--- config.mk ---
export PLATFORM = sky130hd
export DESIGN_NAME = noc_border_sink
export DESIGN_NICKNAME = d
export VERILOG_FILES = /design/src/rtl/noc_pkg.sv /design/src/rtl/noc_border_sink_port.sv /design/src/rtl/noc_border_sink.sv
export SDC_FILE = /design/constraint.sdc
export NUM_CORES = 1
export LEC_CHECK = 0
export BUFFER_PORTS_ARGS = -buffer_cell sky130_fd_sc_hd__buf_4
export CAP_MARGIN = 20
export CORE_UTILIZATION = 42
export CTS_CLUSTER_SIZE = 12
export DETAILED_ROUTE_END_ITERATION = 10
export GPL_ROUTABILITY_DRIVEN = 0
export PLACE_DENSITY = 0.65
export REMOVE_ABC_BUFFERS = 1
export SLEW_MARGIN = 10
export SYNTH_ARGS = -nofsm -noshare
export SYNTH_HDL_FRONTEND = slang
export SYNTH_SLANG_ARGS = --single-unit
--- constraint.sdc ---
create_clock -name clock -period 7.1 [get_ports clock]
set_input_delay 1.065 -clock clock [delete_from_list [all_inputs] [get_ports clock]]
set_output_delay 1.065 -clock clock [all_outputs]
set_load 0.02 [all_outputs]
--- src/rtl/noc_pkg.sv ---
`default_nettype none
// ============================================================================
// Module      : noc_pkg
// Description : Shared NoC types: router port directions and the
//               border-sink per-port framing state.
// Revision    : 1.0 - initial release
// ============================================================================
package noc_pkg;

    localparam int SINK_STATE_W = 2;
    localparam int PORT_DIR_W   = 3;

    // Router port directions
    typedef enum logic [PORT_DIR_W-1:0] {
        EAST  = 3'd0,
        WEST  = 3'd1,
        NORTH = 3'd2,
        SOUTH = 3'd3,
        LOCAL = 3'd4
    } e_port;

    // Hermes framing position of a border port: header, size, payload
    typedef enum logic [SINK_STATE_W-1:0] {
        HDR  = 2'd0,
        SIZE = 2'd1,
        PAY  = 2'd2
    } e_sink_state;

endpackage : noc_pkg
`default_nettype wire

--- src/rtl/noc_border_sink_port.sv ---
`default_nettype none
// ============================================================================
// Module      : noc_border_sink_port
// Description : Framing tracker for one terminated border port. Follows the
//               Hermes header/size/payload sequence and flags header and
//               flit accepts; flit contents are otherwise discarded.
// Revision    : 1.0 - initial release
// ============================================================================
module noc_border_sink_port
    import noc_pkg::*;
#(
    parameter int FLIT_WIDTH = 32
) (
    input  logic                  clock,
    input  logic                  reset,
    input  logic [FLIT_WIDTH-1:0] data,
    input  logic                  valid,
    input  logic                  credit,
    output logic                  hdr_acc,
    output logic                  flit_acc,
    output logic                  busy
);

    e_sink_state           state;
    e_sink_state           next_state;
    logic [FLIT_WIDTH-1:0] remaining;
    logic                  accept;

    // A flit is only taken while credit is advertised
    assign accept = valid & credit;

    // State register; reset always returns to header position
    always_ff @(posedge clock) begin
        if (reset) begin
            state <= HDR;
        end else begin
            state <= next_state;
        end
    end

    // Next-state: advance framing on each accepted flit
    always_comb begin
        next_state = state;
        if (accept) begin
            case (state)
                HDR:     next_state = SIZE;
                SIZE:    next_state = (data == '0) ? HDR : PAY;
                PAY:     next_state = (remaining == FLIT_WIDTH'(1)) ? HDR : PAY;
                default: next_state = HDR;
            endcase
        end
    end

    // Payload countdown: loaded from the size flit, decremented per payload flit
    always_ff @(posedge clock) begin
        if (reset) begin
            remaining <= '0;
        end else if (accept) begin
            if (state == SIZE) begin
                remaining <= data;
            end else if (state == PAY) begin
                remaining <= remaining - FLIT_WIDTH'(1);
            end
        end
    end

    // Outputs: accept strobes and mid-packet indication
    always_comb begin
        hdr_acc  = accept && (state == HDR);
        flit_acc = accept;
        busy     = (state != HDR);
    end

endmodule : noc_border_sink_port
`default_nettype wire

--- src/rtl/noc_border_sink.sv ---
`default_nettype none
// ============================================================================
// Module      : noc_border_sink
// Description : Terminates unconnected mesh-border router ports. Grants
//               credit unconditionally, tracks packet framing per port,
//               discards flits and counts dropped packets/flits.
//               Optional macro BORDER_SINK_IRQ_EN enables a sticky drop IRQ.
// Revision    : 1.0 - initial release
// ============================================================================
module noc_border_sink
    import noc_pkg::*;
#(
    parameter int FLIT_WIDTH = 32,
    parameter int NUM_PORTS  = 8,
    parameter int CNT_WIDTH  = 16,
    parameter int PORT_IDX_W = (NUM_PORTS > 1) ? $clog2(NUM_PORTS) : 1
) (
    input  logic                            clock,
    input  logic                            reset,
    input  logic [NUM_PORTS*FLIT_WIDTH-1:0] data_i,
    input  logic [NUM_PORTS-1:0]            rx_i,
    output logic [NUM_PORTS-1:0]            credit_o,
    output logic [NUM_PORTS*FLIT_WIDTH-1:0] data_o,
    output logic [NUM_PORTS-1:0]            tx_o,
    output logic [NUM_PORTS-1:0]            clock_tx_o,
    input  logic                            clear_i,
    output logic [NUM_PORTS-1:0]            busy_o,
    output logic [CNT_WIDTH-1:0]            pkt_count_o,
    output logic [CNT_WIDTH-1:0]            flit_count_o,
    output logic [FLIT_WIDTH-1:0]           last_hdr_o,
    output logic [PORT_IDX_W-1:0]           last_port_o,
    output logic                            irq_o
);

    localparam int INC_W = $clog2(NUM_PORTS + 1);
    localparam int SUM_W = ((CNT_WIDTH > INC_W) ? CNT_WIDTH : INC_W) + 1;
    localparam logic [SUM_W-1:0] CNT_MAX = {{(SUM_W-CNT_WIDTH){1'b0}}, {CNT_WIDTH{1'b1}}};

    logic [NUM_PORTS-1:0]  hdr_acc;
    logic [NUM_PORTS-1:0]  flit_acc;
    logic [NUM_PORTS-1:0]  credit;
    logic [INC_W-1:0]      hcount;
    logic [INC_W-1:0]      fcount;
    logic                  hdr_found;
    logic [PORT_IDX_W-1:0] sel_port;
    logic [FLIT_WIDTH-1:0] sel_hdr;
    logic [SUM_W-1:0]      pkt_sum;
    logic [SUM_W-1:0]      flit_sum;
    logic [CNT_WIDTH-1:0]  pkt_next;
    logic [CNT_WIDTH-1:0]  flit_next;
    logic [CNT_WIDTH-1:0]  pkt_count;
    logic [CNT_WIDTH-1:0]  flit_count;
    logic [FLIT_WIDTH-1:0] last_hdr;
    logic [PORT_IDX_W-1:0] last_port;

    // Nothing is ever driven back into the router
    assign data_o     = '0;
    assign tx_o       = '0;
    assign clock_tx_o = '0;

    // Credit comes up one cycle after reset releases and stays up
    always_ff @(posedge clock) begin
        if (reset) begin
            credit <= '0;
        end else begin
            credit <= '1;
        end
    end

    assign credit_o = credit;

    generate
        for (genvar p = 0; p < NUM_PORTS; p++) begin : g_port
            noc_border_sink_port #(
                .FLIT_WIDTH (FLIT_WIDTH)
            ) u_port (
                .clock    (clock),
                .reset    (reset),
                .data     (data_i[p*FLIT_WIDTH +: FLIT_WIDTH]),
                .valid    (rx_i[p]),
                .credit   (credit[p]),
                .hdr_acc  (hdr_acc[p]),
                .flit_acc (flit_acc[p]),
                .busy     (busy_o[p])
            );
        end
    endgenerate

    // Popcount accepts; scan downward so the lowest header port wins
    always_comb begin
        hcount    = '0;
        fcount    = '0;
        hdr_found = 1'b0;
        sel_port  = '0;
        sel_hdr   = '0;
        for (int p = NUM_PORTS - 1; p >= 0; p--) begin
            hcount = hcount + INC_W'(hdr_acc[p]);
            fcount = fcount + INC_W'(flit_acc[p]);
            if (hdr_acc[p]) begin
                hdr_found = 1'b1;
                sel_port  = PORT_IDX_W'(p);
                sel_hdr   = data_i[p*FLIT_WIDTH +: FLIT_WIDTH];
            end
        end
    end

    // Saturating increments, computed one bit wider to detect overflow
    always_comb begin
        pkt_sum   = SUM_W'(pkt_count) + SUM_W'(hcount);
        flit_sum  = SUM_W'(flit_count) + SUM_W'(fcount);
        pkt_next  = (pkt_sum > CNT_MAX) ? CNT_MAX[CNT_WIDTH-1:0] : pkt_sum[CNT_WIDTH-1:0];
        flit_next = (flit_sum > CNT_MAX) ? CNT_MAX[CNT_WIDTH-1:0] : flit_sum[CNT_WIDTH-1:0];
    end

    // Statistics registers; clear overrides same-cycle updates
    always_ff @(posedge clock) begin
        if (reset || clear_i) begin
            pkt_count  <= '0;
            flit_count <= '0;
            last_hdr   <= '0;
            last_port  <= '0;
        end else begin
            pkt_count  <= pkt_next;
            flit_count <= flit_next;
            if (hdr_found) begin
                last_hdr  <= sel_hdr;
                last_port <= sel_port;
            end
        end
    end

    assign pkt_count_o  = pkt_count;
    assign flit_count_o = flit_count;
    assign last_hdr_o   = last_hdr;
    assign last_port_o  = last_port;

`ifdef BORDER_SINK_IRQ_EN
    logic irq;

    // Sticky drop interrupt, raised by any header accept
    always_ff @(posedge clock) begin
        if (reset || clear_i) begin
            irq <= 1'b0;
        end else if (hdr_found) begin
            irq <= 1'b1;
        end
    end

    assign irq_o = irq;
`else
    assign irq_o = 1'b0;
`endif

endmodule : noc_border_sink
`default_nettype wire

==> flow_metrics.env, run 1 <==
export IMPL_cap_viol_max_count=0
export IMPL_worstHoldPathType="reg -> reg"
export IMPL_maxSlewViolCount=0
export IMPL_cp_max_fo=34
export IMPL_async_reset_ff_share_pct=0
export IMPL_drcViolationCount=0
export IMPL_die_area_um2=62000
export IMPL_ant_nets=0
export IMPL_whs_path_depth=2
export IMPL_synth_ff_type="dfxtp_1"
export IMPL_io_pins=623
export IMPL_dieHeight_um=249
export IMPL_p_per_area_nw_per_um2=226
export IMPL_cts_setup_buffers=0
export IMPL_ys_top_cells_by_count="dfxtp_1, nand2_1, buf_4"
export IMPL_status="complete, no violations"
export IMPL_clock_path_buffers=3
export IMPL_die_w_um=249
export IMPL_path_depth=13
export IMPL_antenna_found_initial=11
export IMPL_clk_latency_ns=0.59
export IMPL_rsz0062_at_grt="false"
export IMPL_clk_pin_slew_worst_paths_ns=0.06
export IMPL_ys_seq_elements=340
export IMPL_syn_inst=3454
export IMPL_critPathMaxStageDelay_ns=0.89
export IMPL_worstSetupStartpointType="flop"
export IMPL_finalNonFillerCells=4430
export IMPL_fin_crit_ns=5.52
export IMPL_p_sw_share_pct=37.9
export IMPL_seq_area_um2=6810
export IMPL_worstPathRequired_ns=7.59
export IMPL_fmax_mhz=181
export IMPL_switchingPower_mw=2.47
export IMPL_fin_nets=3953
export IMPL_tritoncts="done"
export IMPL_reg2reg_depth=13
export IMPL_avgSynthCellArea_um2=7.42
export IMPL_portBuffers=349
export IMPL_slowest_stage="ha_1"
export IMPL_synth_top_area_cell="dfxtp_1"
export IMPL_wl_mm=101
export IMPL_cts_sinks=340
export IMPL_synth_seq_area_share_pct=26.6
export IMPL_cts_hold_buffers=0
export IMPL_power_leakage_nw=11.4
export IMPL_wl_per_cell_um=22.9
export IMPL_grt_overflow_total=0
export IMPL_internal_power_mw=4.04
export IMPL_irDropWorstVdd_uv=155
export IMPL_yosysMostFrequentCell="dfxtp_1"
export IMPL_p_comb_share_pct=34.2
export IMPL_htreeDepth=2
export IMPL_p_clk_share_pct=33.0
export IMPL_grt_pass1_vias=23900
export IMPL_vias_per_cell=6.29
export IMPL_cts_made_buffers=42
export IMPL_drtIter0Drc=4126
export IMPL_dp_cells=4346
export IMPL_hold_viol_final=0
export IMPL_max_slew_worst_pin_slew_ns=1.13
export IMPL_seqPwrFrac_pct=32.7
export IMPL_rows=90
export IMPL_grt_pass1_wl_mm=150
export IMPL_cts_resized=0
export IMPL_grt_max_degree=144
export IMPL_relSlewSlack_pct=24.6
export IMPL_fin_skew_ns=0.0343
export IMPL_crit_chain="inv_1 -> ha_1 -> and3_1 -> inv_1 -> fa_1 -> fa_1 -> fa_1 -> fa_1 -> nand2b_1 -> a211oi_1 -> nor2b_1 -> nand3_1 -> a21oi_1"
export IMPL_synth_distinct_cells=76
export IMPL_cp_num_buf_inv=2
export IMPL_setup_violations=0
export IMPL_core_area_um2=60400
export IMPL_grt_use_total_pct=30.8
export IMPL_critical_path_top_delay_family="adder cells"
export IMPL_fin_crit_sh_pct=77.7
export IMPL_synthTopCellsByArea="dfxtp_1, buf_4, a21oi_1, nand2_1, o21ai_0"
export IMPL_num_vias=27900
export IMPL_synth_edf_count=0
export IMPL_p_total_mw=6.51
export IMPL_multi_input_area_um2=16300
export IMPL_syn_to_final_growth_pct=12.5
export IMPL_initial_core_util_pct=42.5
export IMPL_path_class="reg -> reg"
export IMPL_cts_root_buf="clkbuf_16"
export IMPL_worstPathArrival_ns=6.01
export IMPL_endpoint_kind="flop"
export IMPL_crit_top_cell="fa_1"
export IMPL_firstDrtPassIters=7
export IMPL_setup_tns_ns=0
export IMPL_yosysWarningCount=0
export IMPL_syn_area_um2=25600
export IMPL_yosysTopAreaCellShare_pct=26.6
export IMPL_n_fill_cell=6095
export IMPL_drive_gt1_share_pct=13.9
export IMPL_place_hpwl_mm=72.6
==> metal layers <==
metal	wire length, um	track usage (%)	share of wire [%]	vias to the layer above
met5	38	0	0.037	-
met4	6000	17.2	5.9	6
met3	11000	6.82	11	291
met2	41400	43.0	41	1608
met1	42900	43.5	42	13100
li1	-	-	-	12800
==> final timing paths <==
path / from / end / slack [ns]
min reg2reg: g_port[5].u_port.remaining[17] / g_port[5].u_port.remaining[17] / 0.47
max reg2reg: g_port[4].u_port.state[1] / pkt_count_o[1] / 1.58
min: g_port[5].u_port.remaining[17] / g_port[5].u_port.remaining[17] / 0.47
max: g_port[4].u_port.state[1] / pkt_count_o[1] / 1.58
==> sequential cells by signal, indices dropped and copies added, names as in the netlist <==
register,flops
g_port.u_port.remaining,256
last_hdr_o,32
flit_count_o,16
last_port_o,3
pkt_count_o,16
g_port.u_port.state,16
credit_o,1
==> metrics by stage <==
stage	setup slack, ns	utilization (%)	area [um2]	hold slack (ns)
finish	1.58	47.8	28800	0.472
global route	1.20	47.7	28800	0.490
CTS	1.71	47.7	28800	0.471
detailed placement	1.51	45.4	27400	0.463
global placement	1.58	45.4	27400	0.457
floorplan	-1.25	-	23400	0.436
==> cell usage in the layout (no fill, tap or decap), types with 41 or more instances in the layout <==
cell type,netlist,final
and3_1,49,48
nor4_1,155,153
ha_1,67,60
a31oi_1,67,67
conb_1,1,273
buf_4,289,390
nor3_1,146,146
nand2_1,299,299
o31ai_1,61,61
a21o_1,41,41
a21oi_1,235,234
nor2_1,231,230
nand4_1,60,60
clkbuf_16,0,43
a22o_1,56,56
dfxtp_1,340,339
nand3_1,134,134
o21ai_0,195,195
a22oi_1,80,80
a211oi_1,49,49
inv_1,85,85
==> power by group through the flow <==
stage / Clock, mW / Combinational [mW] / Sequential, mW
after floorplan: 0 / 1.42 / 2.16
after global placement: 0 / 2.14 / 2.17
after detailed placement: 0 / 2.15 / 2.16
after CTS: 2.17 / 2.16 / 2.12
after global routing: 2.25 / 2.40 / 2.14
final: 2.15 / 2.23 / 2.13
==> worst register-to-register path, delay by kind of cell, from the launching register on <==
kind | cells | cell delay [ns]
compound gates | 2 | 0.78
fa+ha+maj | 5 | 2.80
buf+inv | 2 | 0.23
flops | 1 | 0.34
simple gates | 4 | 1.32
==> area by class of cell <==
class	count	share of cell area, %
inverter	89	1.16
timing repair buffer	393	10.4
clock buffer	68	4.44
sequential	340	23.6
antenna	7	0.0608
clock inverter	8	0.230
multi-input combinational	2743	56.7
tap	782	3.39
==> cell families after synthesis <==
group,count (synthesis),synth area share (%)
adders and majority gates,77,4.05
xor gates and xnor gates,19,0.649
buffers and inverters,643,13.8
DFF,340,26.6
muxes,26,1.03
other,1,0.0146
AOI/OAI and AO/OA,1049,27.7
and+or+nand+nor,1299,26.2
No activity file was read; power rests on OpenSTA's default activity.
==> inputs of run 2 (changes only) <==
PLACE_DENSITY = 0.68   (was 0.65)
clock period = 4.7 ns   (was 7.1 ns; I/O delays follow)
==> run 2 against run 1 <==
Against the previous run: global-route usage shrank 0.10 points; combinational power grew 52%; utilization grew 0.61 points; first-iteration DRC count shrank 7.6%; count of clock-buffer cells in the layout shrank 5; cell area grew 1.3%; sequential cell count is the same; register-to-register slack lost 1.4 ns; clock skew grew 0.012 ns; hold slack lost 0.066 ns; cell count grew 0.99%; critical path depth grew 3; largest cell class unchanged.
==> flow_metrics.env, run 2 (same netlist as run 1, synthesis figures left out) <==
export IMPL_crit_top_cell="fa_1"
export IMPL_setup_ws_ns=0.209
export IMPL_cts_root_buf="clkbuf_16"
export IMPL_setup_violations=0
export IMPL_whs_ns=0.406
export IMPL_cap_viol_max_count=0
export IMPL_die_area_um2=62000
export IMPL_p_total_mw=10.0
export IMPL_power_leakage_nw=11.6
export IMPL_die_w_um=249
export IMPL_worstHoldPathType="in -> reg"
export IMPL_cts_sinks=340
export IMPL_grt_pass1_wl_mm=150
export IMPL_endpoint_kind="flop"
export IMPL_fin_skew_ns=0.0463
export IMPL_drive_gt1_share_pct=14.9
export IMPL_ant_nets=0
export IMPL_hold_viol_final=0
export IMPL_grt_pass1_vias=24000
export IMPL_initial_core_util_pct=42.5
export IMPL_clock_path_buffers=3
export IMPL_cts_made_buffers=43
export IMPL_top_register="g_port.u_port.remaining"
export IMPL_grt_max_degree=74
export IMPL_drcViolationCount=0
export IMPL_drtIter0Drc=3812
export IMPL_worstPathArrival_ns=4.99
export IMPL_relSlewSlack_pct=19.6
export IMPL_fmax_mhz=223
export IMPL_io_pins=623
export IMPL_grt_overflow_total=0
export IMPL_portBuffers=349
export IMPL_fin_crit_ns=4.49
export IMPL_place_hpwl_mm=73.1
export IMPL_core_area_um2=60400
export IMPL_clk_pin_slew_worst_paths_ns=0.06
export IMPL_rsz0062_at_grt="false"
export IMPL_layout_commonest_cell="buf_4"
export IMPL_cp_max_fo=14
export IMPL_grt_use_total_pct=30.7
export IMPL_wl_mm=101
export IMPL_antenna_found_initial=21
export IMPL_irDropWorstVdd_uv=255
export IMPL_critPathMaxStageDelay_ns=0.50
export IMPL_firstDrtPassIters=9
export IMPL_fin_crit_sh_pct=95.5
export IMPL_worstSetupStartpointType="flop"
export IMPL_worstPathRequired_ns=5.20
export IMPL_wl_per_cell_um=22.5
export IMPL_largest_reg_flops=256
export IMPL_dieHeight_um=249
export IMPL_max_slew_worst_pin_slew_ns=1.20
export IMPL_place_ws_ns=-0.00588
export IMPL_p_per_area_nw_per_um2=344
export IMPL_cts_hold_buffers=0
export IMPL_status="complete, no violations"
export IMPL_vias_per_cell=6.24
export IMPL_syn_to_final_growth_pct=13.9
export IMPL_slowest_stage="fa_1"
export IMPL_postLayoutCoreUtil_pct=48.4
export IMPL_clk_latency_ns=0.62
export IMPL_tritoncts="done"
export IMPL_htreeDepth=2
export IMPL_rows=90
export IMPL_path_class="reg -> reg"
export IMPL_maxSlewViolCount=0
export IMPL_most_common_layout_cells="buf_4, dfxtp_1, nand2_1"
export IMPL_crit_chain="inv_1 -> ha_1 -> nand3_2 -> inv_1 -> fa_1 -> inv_1 -> fa_1 -> fa_1 -> fa_2 -> fa_1 -> nand2b_1 -> a211oi_2 -> nor2b_4 -> nand3_1 -> buf_4 -> a21oi_1"
export IMPL_fin_nets=3983
export IMPL_num_vias=27900
-- run 2: changes by cell type in the layout (fill, tap and decap cells not counted), moves of 2 or more --
cell       previous run  this run
buf_4               390       415
diode_2               7        21
clkbuf_1             14         6
buf_8                 0         4
clkinv_2              5         8
bufinv_16             0         2
clkbuf_8             12        14
-- run 2: timing repair --
| action | 4_1_cts | 5_1_grt |
|---|---|---|
| resized for setup | 0 | 5 |
| setup buffers | 0 | 0 |
| endpoints found under the setup margin | 0 | 15 |
-- run 2: final timing paths --
check	startpoint	to	slack, ns	cells past startpoint
worst max register to register	g_port[2].u_port.state[1]	pkt_count_o[1]	0.21	16
worst min-delay path	data_i[114]	g_port[3].u_port.remaining[18]	0.41	3
worst min register to register	g_port[5].u_port.remaining[16]	g_port[5].u_port.remaining[16]	0.47	2
worst max-delay path	g_port[2].u_port.state[1]	pkt_count_o[1]	0.21	16
-- run 2: final cells by class --
class	instances	area, um2
Multi-Input combinational cell	2743	16400
Tap cell	782	978
Timing Repair Buffer	422	3200
Clock buffer	63	1300
Antenna cell	21	52.6
Inverter	89	334
Clock inverter	14	145
Sequential cell	340	6810
Fill cell	6104	31200
-- run 2: layer usage --
layer	share of wire, %	global-route usage [%]	wire length [um]
met1	41	42.3	41900
met3	10	7.05	10600
met5	0.0099	0	10
met4	7.0	20.7	7080
met2	41	42.3	41400
-- run 2: critical path, delay by kind of cell (launching register included) --
family,cells,cell delay [ns]
DFF,1,0.39
and+or+nand+nor,4,0.60
AOI/OAI and AO/OA,2,0.44
buffers and inverters,4,0.42
adders and majority gates,6,2.52
-- run 2: where the power goes --
group / switching (mW) / internal [mW]
Clock: 1.42 / 2.03
Sequential: 0.171 / 3.03
Combinational: 2.16 / 1.22
-- run 2: through the flow --
step           instances  instance area (um2)  setup TNS, ns
2_1_floorplan       3172                23400        -197.48
6_report            4474                29200              0
4_1_cts             4448                29100              0
3_3_place_gp        4370                27600              0
5_1_grt             4473                29200              0
3_5_place_dp        4371                27600        -0.0140
